===== src/rtl/moore_seq_controller_if.sv =====
// rtl/moore_seq_controller_if.sv - run request, results and detector-side signals of the 1101 test sequencer
interface moore_seq_controller_if #(
    parameter int MAX_LEN = 16,
    parameter int CNT_W   = 8
);
    logic               start;
    logic [MAX_LEN-1:0] pat_data;
    logic [4:0]         pat_len;
    logic               det_x;
    logic               det_rst_n;
    logic               det_z;
    logic               busy;
    logic               done;
    logic [CNT_W-1:0]   match_count;
    logic [4:0]         first_idx;

    modport master (
        output start, pat_data, pat_len, det_z,
        input  det_x, det_rst_n, busy, done, match_count, first_idx
    );

    modport slave (
        input  start, pat_data, pat_len, det_z,
        output det_x, det_rst_n, busy, done, match_count, first_idx
    );
endinterface


===== src/rtl/moore_seq_controller.sv =====
// rtl/moore_seq_controller.sv - clears the 1101 detector, shifts a pattern in LSB first, counts matches
module moore_seq_controller #(
    parameter int MAX_LEN = 16,
    parameter int CNT_W   = 8
) (
    input  logic                    clk,
    input  logic                    rst,
    moore_seq_controller_if.slave   bus
);
    typedef enum logic [2:0] {IDLE, CLEAR, SHIFT, DRAIN, DONE} state_t;

    localparam logic [4:0] MAX_L    = 5'(MAX_LEN);
    localparam logic [4:0] NO_MATCH = 5'h1F;

    state_t             state;
    logic [MAX_LEN-1:0] shreg;
    logic [4:0]         len;
    logic [4:0]         idx;
    logic               det_rst_q;
    logic               sample_en;
    logic [4:0]         sample_idx;

    // Gating with rst keeps the detector cleared while reset is held, not just after the first edge.
    assign bus.det_rst_n = det_rst_q & ~rst;

    // det_z lags the presented bit by one cycle, so each sample belongs to the previous bit index.
    always_comb begin
        sample_en  = 1'b0;
        sample_idx = idx - 5'd1;
        if (state == SHIFT && idx != 5'd0) begin
            sample_en = 1'b1;
        end else if (state == DRAIN) begin
            sample_en  = 1'b1;
            sample_idx = len - 5'd1;
        end
    end

    always_ff @(posedge clk or posedge rst) begin
        if (rst) begin
            state           <= IDLE;
            shreg           <= '0;
            len             <= 5'd0;
            idx             <= 5'd0;
            det_rst_q       <= 1'b1;
            bus.det_x       <= 1'b0;
            bus.busy        <= 1'b0;
            bus.done        <= 1'b0;
            bus.match_count <= '0;
            bus.first_idx   <= NO_MATCH;
        end else begin
            if (sample_en && bus.det_z) begin
                if (bus.match_count != '1) begin
                    bus.match_count <= bus.match_count + 1'b1;
                end
                if (bus.first_idx == NO_MATCH) begin
                    bus.first_idx <= sample_idx;
                end
            end

            case (state)
                IDLE: begin
                    bus.det_x <= 1'b0;
                    det_rst_q <= 1'b1;
                    bus.busy  <= 1'b0;
                    bus.done  <= 1'b0;
                    if (bus.start) begin
                        shreg           <= bus.pat_data;
                        len             <= (bus.pat_len > MAX_L) ? MAX_L : bus.pat_len;
                        idx             <= 5'd0;
                        bus.match_count <= '0;
                        bus.first_idx   <= NO_MATCH;
                        det_rst_q       <= 1'b0;
                        bus.busy        <= 1'b1;
                        state           <= CLEAR;
                    end
                end
                CLEAR: begin
                    det_rst_q <= 1'b1;
                    if (len == 5'd0) begin
                        state <= DRAIN;
                    end else begin
                        bus.det_x <= shreg[0];
                        shreg     <= shreg >> 1;
                        state     <= SHIFT;
                    end
                end
                SHIFT: begin
                    if (idx == len - 5'd1) begin
                        bus.det_x <= 1'b0;
                        state     <= DRAIN;
                    end else begin
                        idx       <= idx + 5'd1;
                        bus.det_x <= shreg[0];
                        shreg     <= shreg >> 1;
                    end
                end
                DRAIN: begin
                    bus.busy <= 1'b0;
                    bus.done <= 1'b1;
                    state    <= DONE;
                end
                DONE: begin
                    bus.done <= 1'b0;
                    state    <= IDLE;
                end
                default: state <= IDLE;
            endcase
        end
    end
endmodule


===== src/flat_wrapper.sv =====
// flat-port wrapper written by rule: the top's interface ports become plain ports
module moore_seq_controller_flat 
#(
    parameter int MAX_LEN = 16,
    parameter int CNT_W   = 8
)
  (clk, rst, bus_start, bus_pat_data, bus_pat_len, bus_det_z, bus_det_x, bus_det_rst_n, bus_busy, bus_done, bus_match_count, bus_first_idx);
  moore_seq_controller_if #(.MAX_LEN(MAX_LEN), .CNT_W(CNT_W)) bus_i ();
  input  logic clk;
  input  logic rst;
  input wire logic [$bits(bus_i.start)-1:0] bus_start;
  input wire logic [$bits(bus_i.pat_data)-1:0] bus_pat_data;
  input wire logic [$bits(bus_i.pat_len)-1:0] bus_pat_len;
  input wire logic [$bits(bus_i.det_z)-1:0] bus_det_z;
  output wire logic [$bits(bus_i.det_x)-1:0] bus_det_x;
  output wire logic [$bits(bus_i.det_rst_n)-1:0] bus_det_rst_n;
  output wire logic [$bits(bus_i.busy)-1:0] bus_busy;
  output wire logic [$bits(bus_i.done)-1:0] bus_done;
  output wire logic [$bits(bus_i.match_count)-1:0] bus_match_count;
  output wire logic [$bits(bus_i.first_idx)-1:0] bus_first_idx;
  assign bus_i.start = bus_start;
  assign bus_i.pat_data = bus_pat_data;
  assign bus_i.pat_len = bus_pat_len;
  assign bus_i.det_z = bus_det_z;
  assign bus_det_x = bus_i.det_x;
  assign bus_det_rst_n = bus_i.det_rst_n;
  assign bus_busy = bus_i.busy;
  assign bus_done = bus_i.done;
  assign bus_match_count = bus_i.match_count;
  assign bus_first_idx = bus_i.first_idx;
  moore_seq_controller #(.MAX_LEN(MAX_LEN), .CNT_W(CNT_W)) u_core (.clk(clk), .rst(rst), .bus(bus_i));
endmodule

===== config.mk =====
export PLATFORM = sky130hd
export DESIGN_NAME = moore_seq_controller_flat
export DESIGN_NICKNAME = d
export VERILOG_FILES = /design/src/rtl/moore_seq_controller_if.sv /design/src/rtl/moore_seq_controller.sv /design/src/flat_wrapper.sv
export SDC_FILE = /design/constraint.sdc
export NUM_CORES = 1
export LEC_CHECK = 0
export ABC_AREA = 1
export CORE_ASPECT_RATIO = 1.1
export CORE_MARGIN = 5
export CORE_UTILIZATION = 46
export CTS_BUF_LIST = sky130_fd_sc_hd__clkbuf_2 sky130_fd_sc_hd__clkbuf_4 sky130_fd_sc_hd__clkbuf_8
export CTS_CLUSTER_DIAMETER = 50
export DETAILED_ROUTE_END_ITERATION = 10
export DONT_BUFFER_PORTS = 1
export PLACE_DENSITY = 0.72
export SLEW_MARGIN = 30
export SYNTH_ARGS = -nofsm -noshare
export SYNTH_HDL_FRONTEND = slang
export SYNTH_SLANG_ARGS = --single-unit

===== constraint.sdc =====
create_clock -name clk -period 4.1 [get_ports clk]
set_clock_uncertainty 0.05 [all_clocks]
set_input_delay 0.615 -clock clk [delete_from_list [all_inputs] [get_ports clk]]
set_output_delay 0.615 -clock clk [all_outputs]
set_load 0.02 [all_outputs]

# Word-level counts from Yosys, hierarchy flattened

Cells that the tools add are included.

Register bits: 46
Word-level logic and storage cells: 76

$add $sub $neg: 4
$lt $le $gt $ge: 1
Equal/unequal tests: 11
Multiplexer cells: 32
Bitwise gates (word level): 2
Reductions and logical operators: 16

Operator list:

| cell                  | count |
|---|---|
| $mux W16              | 3 |
| $pmux W16 S3          | 1 |
| $mux W5               | 9 |
| $mux W8               | 4 |
| $pmux W3 S4           | 1 |
| $pmux W5 S2           | 1 |
| $sub A5 B1 Y5 const B | 2 |
| $add A8 B1 Y8 const B | 1 |
| $ne A2 B2 Y1 const B  | 4 |
| $ne A8 B8 Y1 const B  | 1 |
| $reduce_bool A2 Y1    | 4 |
| $mux W1               | 7 |
| $eq A3 B2 Y1 const B  | 2 |
| $mux W3               | 2 |
| $pmux W1 S2           | 3 |
| $reduce_and A2 Y1     | 3 |
| $add A5 B1 Y5 const B | 1 |
| $eq A5 B5 Y1          | 1 |
| $eq A5 B5 Y1 const B  | 1 |
| $gt A5 B5 Y1 const B  | 1 |
| $logic_not A5 Y1      | 1 |
| $reduce_bool A5 Y1    | 1 |
| $reduce_and A4 Y1     | 1 |
| $eq A3 B1 Y1 const B  | 1 |
| other kinds (9)       | 10 |

# Longest topological paths before layout

Depth after elaboration: 7
Gate-level depth with buffers: 13

# Least setup slack after synthesis

Ideal clock, no wire load.

Path type: reg2reg
From: reg u_core.len[0]
To: reg u_core.shreg[0]
Library setup time: 117 ps
Arrival: 1,610 ps
Required time: 3,933 ps
Slack: 2,323 ps
Stages on the path, launching flop included: 12
Path buffers: 1
Period minus slack after synthesis: 1,777 ps
Path through: dfrtp_1 inv_1 ha_1 nand2_1 nand2_1 nor2_1 nand3_1 nor2_2 nand3_2 buf_2 nand4_1 nand2_1

Longest elaborated chain between the ends: 4
Elaborated cells on any way between the ends: 6
Classes of those cells: add/sub (1); eq/ne (3); reduce/logical (2)

RTL lines:

| element                         | line                       | text |
|---|---|---|
| from (decl)                     | moore_seq_controller.sv:17 | `logic [4:0] len;` |
| from (signal assigned)          | moore_seq_controller.sv:68 | `len <= (bus.pat_len > MAX_L) ? MAX_L : bus.pat_len;` |
| $sub A5 B1 Y5                   | moore_seq_controller.sv:88 | `if (idx == len - 5'd1) begin` |
| $eq A5 B5 Y1                    | moore_seq_controller.sv:88 |  |
| $ne A2 B2 Y1 (no line)          | --                         |  |
| $reduce_and A4 Y1 (no line) (*) | --                         |  |
| to (signal assigned)            | moore_seq_controller.sv:67 | `shreg <= bus.pat_data;` |
| to (signal assigned)            | moore_seq_controller.sv:83 | `shreg <= shreg >> 1;` |
| to (signal assigned)            | moore_seq_controller.sv:94 | `shreg <= shreg >> 1;` |
| to (decl)                       | moore_seq_controller.sv:16 | `logic [MAX_LEN-1:0] shreg;` |

Every way passes the cells marked *; elsewhere a longest branch is shown, timed or not.
A chain may end at the register's enable or synchronous reset.

# Worst setup path after layout

From: reg u_core.state[1]
To: reg u_core.len[2]

Longest elaborated chain between the ends: 2

RTL lines:

| element                     | line                       | text |
|---|---|---|
| from (decl)                 | moore_seq_controller.sv:15 | `state_t state;` |
| from (signal assigned)      | moore_seq_controller.sv:40 | `state <= IDLE;` |
| from (signal assigned)      | moore_seq_controller.sv:74 | `state <= CLEAR;` |
| from (signal assigned)      | moore_seq_controller.sv:80 | `state <= DRAIN;` |
| $logic_not A3 Y1            | moore_seq_controller.sv:60 | `case (state)` |
| $reduce_and A2 Y1 (no line) | --                         |  |

No other way between the ends.

==> flow_metrics.tcl <==
set metrics [dict create \
    run_status "completed" \
    slowest_delay_ps 430 \
    grt.overflow.total 0 \
    slew_headroom 0.608 \
    report.final.slew_viol_count 0 \
    yosysWarnings 0 \
    hpwl_um 4140 \
    setup_viol 0 \
    rr_endpoint "u_core.len[2]$_DFFE_PP0P_" \
    grt_usage 0.176 \
    cap_violations 0 \
    startpoint "u_core.state[1]$_DFFE_PP0P_" \
    io_buffers 0 \
    p_seq_frac 0.368 \
    design_area_um2 2810 \
    place_area_um2 2700 \
    ff2ff_setup_slack_ps 1760 \
    first_pass_iters 4 \
    hold_path_class "primary input to async pin" \
    fmax_mhz 428 \
    grt_antenna_before_repair 0 \
    ys_seq_area_frac 0.436 \
    cts_buffers 5 \
    grt_pass1_wl_um 10400 \
    nNetsFinal 384 \
    critPathArrivalTime_ps 2510 \
    rows 29 \
    irDropWorstVdd_uv 252 \
    p_leak_nw 1.42 \
    clock_tree.root_cell "clkbuf_8" \
    ios 42 \
    rsz0062_at_grt "no" \
    cp_slowest_cell "inv_1" \
    post-cts-setup-buffer-count 0 \
    cts-hold-fix-buffers 0 \
    clkLatencyLatePin_ps 310 \
    vias 2295 \
    core_um2 5700 \
    area_growth_pct 5.60 \
    worst_pin_slew_ps 587 \
    ant_nets 0 \
    endpoint "u_core.len[2]$_DFFE_PP0P_" \
    start_util 0.467 \
    vias_per_cell 5.30 \
    drt_wl_total_um 5940 \
    worstSetupEndpointType "flop" \
    die_area_um2 7410 \
    fin_crit_sh 0.570 \
    htree_levels 2 \
    final.setup.tns_ps 0 \
    switching_share 0.474 \
    ys_ff_latch 46 \
    r2r-start "u_core.state[1]$_DFFE_PP0P_" \
    grt_pass1_vias 2297 \
    drtIter0Drc 152 \
    critical_path_class "flop to flop" \
    syn_area_um2 2660 \
    synth_nets 388 \
    dp_slack_ps 1780 \
    required_ps 4270 \
    start_kind "flop" \
    num_antenna_cells 0 \
    p_per_area_nw_per_um2 770 \
    pwr-share-clk 0.158 \
    placed_cells 425 \
    power_mw 2.16 \
    wire_per_inst_um 13.7 \
    layoutNonFillerInstCount 433 \
    syn_avg_cell_area_um2 7.41 \
    cp_cell_sequence "nor2_1 > inv_2 > nor2_2 > inv_2 > nor2_2 > inv_1 > nor2_1 > nand2_1 > o21ai_0" \
    drcViolationCount 0 \
    reg2regPathDepth 9 \
    internal-power_mw 1.14 \
    die_y_um 89.8 \
    switchingPower_mw 1.03 \
    cts.reportedPaths.clkPinSlew_ps 90 \
    comb_power_share 0.474 \
    synth_cells 359 \
    timing.final.crit_period_ps 2340 \
    synth.distinct_cells 31 \
    crit_fanout 17 \
    grt_start_max_net_pins 47 \
    globalplace.congestion 0.838 \
    dieWidth_um 82.5 \
    cts_tree "yes" \
    cts.sinks 46 \
    timing_hold_violations_final 0 \
    post_cts_resized 0 \
    clock_path_buffers 2 \
    setup_ws_ps 1760 \
    drive_above_1_share 0.0983 \
]
==> final cells by class <==
type	instances	area, um^2
inverters	35	131
multi-input cells	266	1310
clock buffers	5	68.8
repair buffers	1	7.51
well taps	77	96.3
flip-flops and latches	46	1160
fillers	572	2890
clock inverters	3	40.0
==> cell families (layout without fill, tap and decap cells) <==
| logic type | count (synthesis) | after routing | share of synthesized area |
|---|---|---|---|
| adder cells (fa/ha/maj) | 4 | 4 | 0.0188 |
| buffers and inverters | 47 | 44 | 0.0734 |
| AO/OA/AOI/OAI | 33 | 33 | 0.0795 |
| AND/OR/NAND/NOR | 224 | 224 | 0.376 |
| XOR/XNOR | 5 | 5 | 0.0165 |
| flip-flops | 46 | 46 | 0.436 |
==> worst min path at each step <==
stage / start / to / cells after the start
3_5_place_dp: u_core.shreg[6]$_DFFE_PP0P_ / u_core.shreg[6]$_DFFE_PP0P_ / 2
5_1_grt: rst / u_core.shreg[10]$_DFFE_PP0P_ / 2
3_3_place_gp: u_core.shreg[12]$_DFFE_PP0P_ / u_core.shreg[12]$_DFFE_PP0P_ / 2
6_report: rst / u_core.len[1]$_DFFE_PP0P_ / 2
2_1_floorplan: u_core.shreg[0]$_DFFE_PP0P_ / u_core.shreg[0]$_DFFE_PP0P_ / 2
4_1_cts: rst / u_core.shreg[15]$_DFFE_PP0P_ / 2
==> per-layer routing <==
layer	vias up	part of all wire	global-route usage
met4	0	0.021	0.0668
li1	1159	-	-
met3	7	0.044	0.0380
met1	1093	0.45	0.229
met2	36	0.48	0.283
met5	-	0	0
==> layout by cell type, fill, tap and decap left out, types with 2 or more instances in the layout <==
| master | count |
|---|---|
| a21oi_4 | 2 |
| a21oi_1 | 11 |
| o21ai_1 | 2 |
| nand3_2 | 2 |
| nor2_1 | 28 |
| nor3_1 | 3 |
| o21bai_1 | 3 |
| dfstp_2 | 6 |
| dfrtp_1 | 40 |
| clkinv_2 | 2 |
| nor2_2 | 6 |
| nand2_2 | 3 |
| inv_1 | 29 |
| nand2_1 | 118 |
| xor2_1 | 4 |
| ha_1 | 4 |
| o21ai_0 | 9 |
| nand3_1 | 44 |
| inv_2 | 5 |
| clkbuf_8 | 5 |
| nand4_1 | 18 |
==> metrics by stage <==
step,hold slack (ps),util
3_3_place_gp,405,0.474
5_1_grt,350,0.493
4_1_cts,310,0.493
3_5_place_dp,410,0.474
6_report,294,0.493
2_1_floorplan,392,-
==> power by group through the flow <==
stage	clock network, mW	logic, mW	registers (mW)
3_5_place_dp	0	1.03	0.804
2_1_floorplan	0	0.875	0.767
5_1_grt	0.362	1.20	0.816
6_report	0.341	1.02	0.796
3_3_place_gp	0	1.00	0.801
4_1_cts	0.348	1.03	0.798
==> worst max-delay path: cells and delay by family (launching register included) <==
family / cells / cell delay, ps
compound gates: 1 / 80
flops: 1 / 420
buf+inv: 3 / 590
simple gates: 5 / 1110
==> sequential cells by signal, indices dropped and copies added, names as in the netlist <==
name,count
u_core.bus.busy,1
u_core.len,5
u_core.bus.det_x,1
u_core.state,3
u_core.bus.match_count,8
u_core.bus.first_idx,5
u_core.bus.done,1
u_core.shreg,16
u_core.idx,5
u_core.det_rst_q,1
==> Yosys cell counts <==
cell type  number  area [um^2]
a211oi_1        1         7.51
a21oi_1        11         55.1
a21oi_4         2         32.5
a31oi_1         1         6.26
buf_2           9         45.0
buf_6           1         11.3
clkbuf_1        2         7.51
dfrtp_1        40         1000
dfstp_2         6          158
ha_1            4         50.1
inv_1          30          113
inv_2           5         18.8
nand2_1       118          443
nand2_2         3         18.8
nand3_1        44          220
nand3_2         2         20.0
nand3_4         1         17.5
nand4_1        18          113
nor2_1         28          105
nor2_2          6         37.5
nor2_4          1         11.3
nor3_1          3         15.0
o211ai_1        1         7.51
o21ai_0         9         45.0
o21ai_1         2         10.0
o21bai_1        3         22.5
o22a_1          1         8.76
o31ai_1         1         7.51
o41ai_1         1         8.76
xnor2_1         1         8.76
xor2_1          4         35.0
No activity file was read; power rests on OpenSTA's default activity.
==> edit (same settings) <==
Make the reset (`rst`) synchronous in one clocked block.
--- a/src/rtl/moore_seq_controller.sv
+++ b/src/rtl/moore_seq_controller.sv
@@ -35,7 +35,7 @@
         end
     end
 
-    always_ff @(posedge clk or posedge rst) begin
+    always_ff @(posedge clk) begin
         if (rst) begin
             state           <= IDLE;
             shreg           <= '0;
Check against the original RTL: differs if rst is asserted again (counterexample within 4 cycles, from zero or initial values and one cycle with rst high); with rst held inactive, the same outputs for 10 cycles.
==> edit against the original RTL <==
- routed wire length decreased by 12%
- first-iteration DRC count decreased by 20%
- setup slack improved by 370 ps
- sequential cell count unchanged
- design area is 8.7% lower
- synthesized area down 8.0%
- cell count decreased by 2.1%
- die area is 7.1% lower
- largest cell class unchanged
Power is not compared: it rests on default switching activity, and its combinational part moved more than twofold at a synthesized area within 25%.
==> edit: results (changes against the original RTL) <==
* FF-to-FF path depth at 13 (+4)
* First-pass GRT wire length at 9246 µm (-11%)
* RR Startpoint: u_core.len[0]
* Tot GR Track Use at 16.40% (-1.2 points)
* Seq/Total Area, Yosys at 37.63% (-5.9 points)
* Clk pin slew, worst setup/hold paths at 80 ps
* Status: completed
* Gpl congestion at 0.8520 (+1.6%)
* CP peak stage delay at 350 ps (-80 ps)
* Post-synth top cells: nand2_1, dfxtp_1, nor2_1
* Fillers at 522 (-8.7%)
* Arrival time worst endpoint at 2090 ps (-420 ps)
* Total CTS buffers at 5 (unchanged)
* Hold endpoint: u_core.bus.busy
* Worst skew pair latency at 290 ps (-20 ps)
* Fin nets at 382 (-0.52%)
* Max transition margin at 54.53% (-6.3 points)
* DP HPWL at 3919 µm (-5.3%)
* Min Hold Slack at 347.5 ps (+53.44 ps)
* WL final at 5235 µm (-12%)
* Post-synth ARST share at 0% (-100 points)
* Largest cells by area after synthesis: dfxtp_1, nand2_1, nor2_1
* FF-to-FF End: u_core.shreg[5]
* Clock Tree Buf Depth at 2 (unchanged)
* Vias in the first global route at 2112 (-8.1%)
* Netlist cell types at 37 (+19%)
* Min-delay worst type: in -> reg
* Dominant synthesized flop cell: dfxtp_1
* Avg Vias per Cell at 5.057 (-4.6%)
* Critical-path top delay cell: dfxtp_1
* Drt first-iter violations at 121 (-20%)
* Fraction of layout cells with a size suffix above 1 at 10.80% (+0.96 points)
==> edit: worst max path at each step <==
stage                    start         endpoint  slack (ps)  depth (start not counted)
2_1_floorplan              rst    bus_det_rst_n        2150                          3
4_1_cts          u_core.len[0]  u_core.shreg[0]        2140                         13
3_3_place_gp   u_core.state[2]  u_core.shreg[0]        2180                          8
3_5_place_dp     u_core.len[0]  u_core.shreg[0]        2140                         13
5_1_grt          u_core.len[0]    u_core.idx[1]        1880                         13
6_report         u_core.len[0]  u_core.shreg[5]        2140                         13
==> edit: cells by family (layout without fill, tap and decap cells) <==
| group | Yosys count | in the layout | share of synthesized area, % |
|---|---|---|---|
| xor+xnor | 7 | 7 | 2.505 |
| buf+inv | 49 | 46 | 8.538 |
| fa+ha+maj | 4 | 4 | 2.045 |
| flops | 46 | 46 | 37.63 |
| compound gates | 55 | 55 | 13.70 |
| simple gates | 194 | 194 | 35.58 |
==> edit: area by class of cell <==
class | count | area (µm²) | area share (%)
Clock buffer | 6 | 82.58 | 3.221
Inverter | 40 | 152.6 | 5.954
Sequential cell | 46 | 920.9 | 35.92
Multi-Input combinational cell | 260 | 1318 | 51.39
Tap cell | 72 | 90.09 | 3.514
==> edit: through the flow <==
step                cell area [µm²]  instances  util [%]
floorplan                      2447        355         -
detailed placement             2481        418     48.64
global placement               2481        418     48.64
CTS                            2564        424     50.26
finish                         2564        424     50.26
global route                   2564        424     50.26
==> edit: metal layers <==
| layer | share of wire, % | vias to the layer above | global-route usage, % |
|---|---|---|---|
| li1 | - | 1133 | - |
| met1 | 45 | 955 | 20.13 |
| met2 | 49 | 52 | 27.41 |
| met3 | 5.3 | 4 | 4.054 |
| met4 | 1.1 | 0 | 6.563 |
| met5 | 0 | - | 0 |
==> edit: worst max-delay path: cells and delay by family, from the launching register on <==
kind | cells | cell delay, ps
fa+ha+maj | 1 | 310
flops | 1 | 350
simple gates | 9 | 880
buf+inv | 3 | 250
==> edit: where the power goes <==
part           internal, µW  leakage, µW  total, µW  switching (µW)
Combinational           130     0.000720        402             272
Sequential              521     0.000376        581            60.0
Clock                   130    0.0000431        268             138
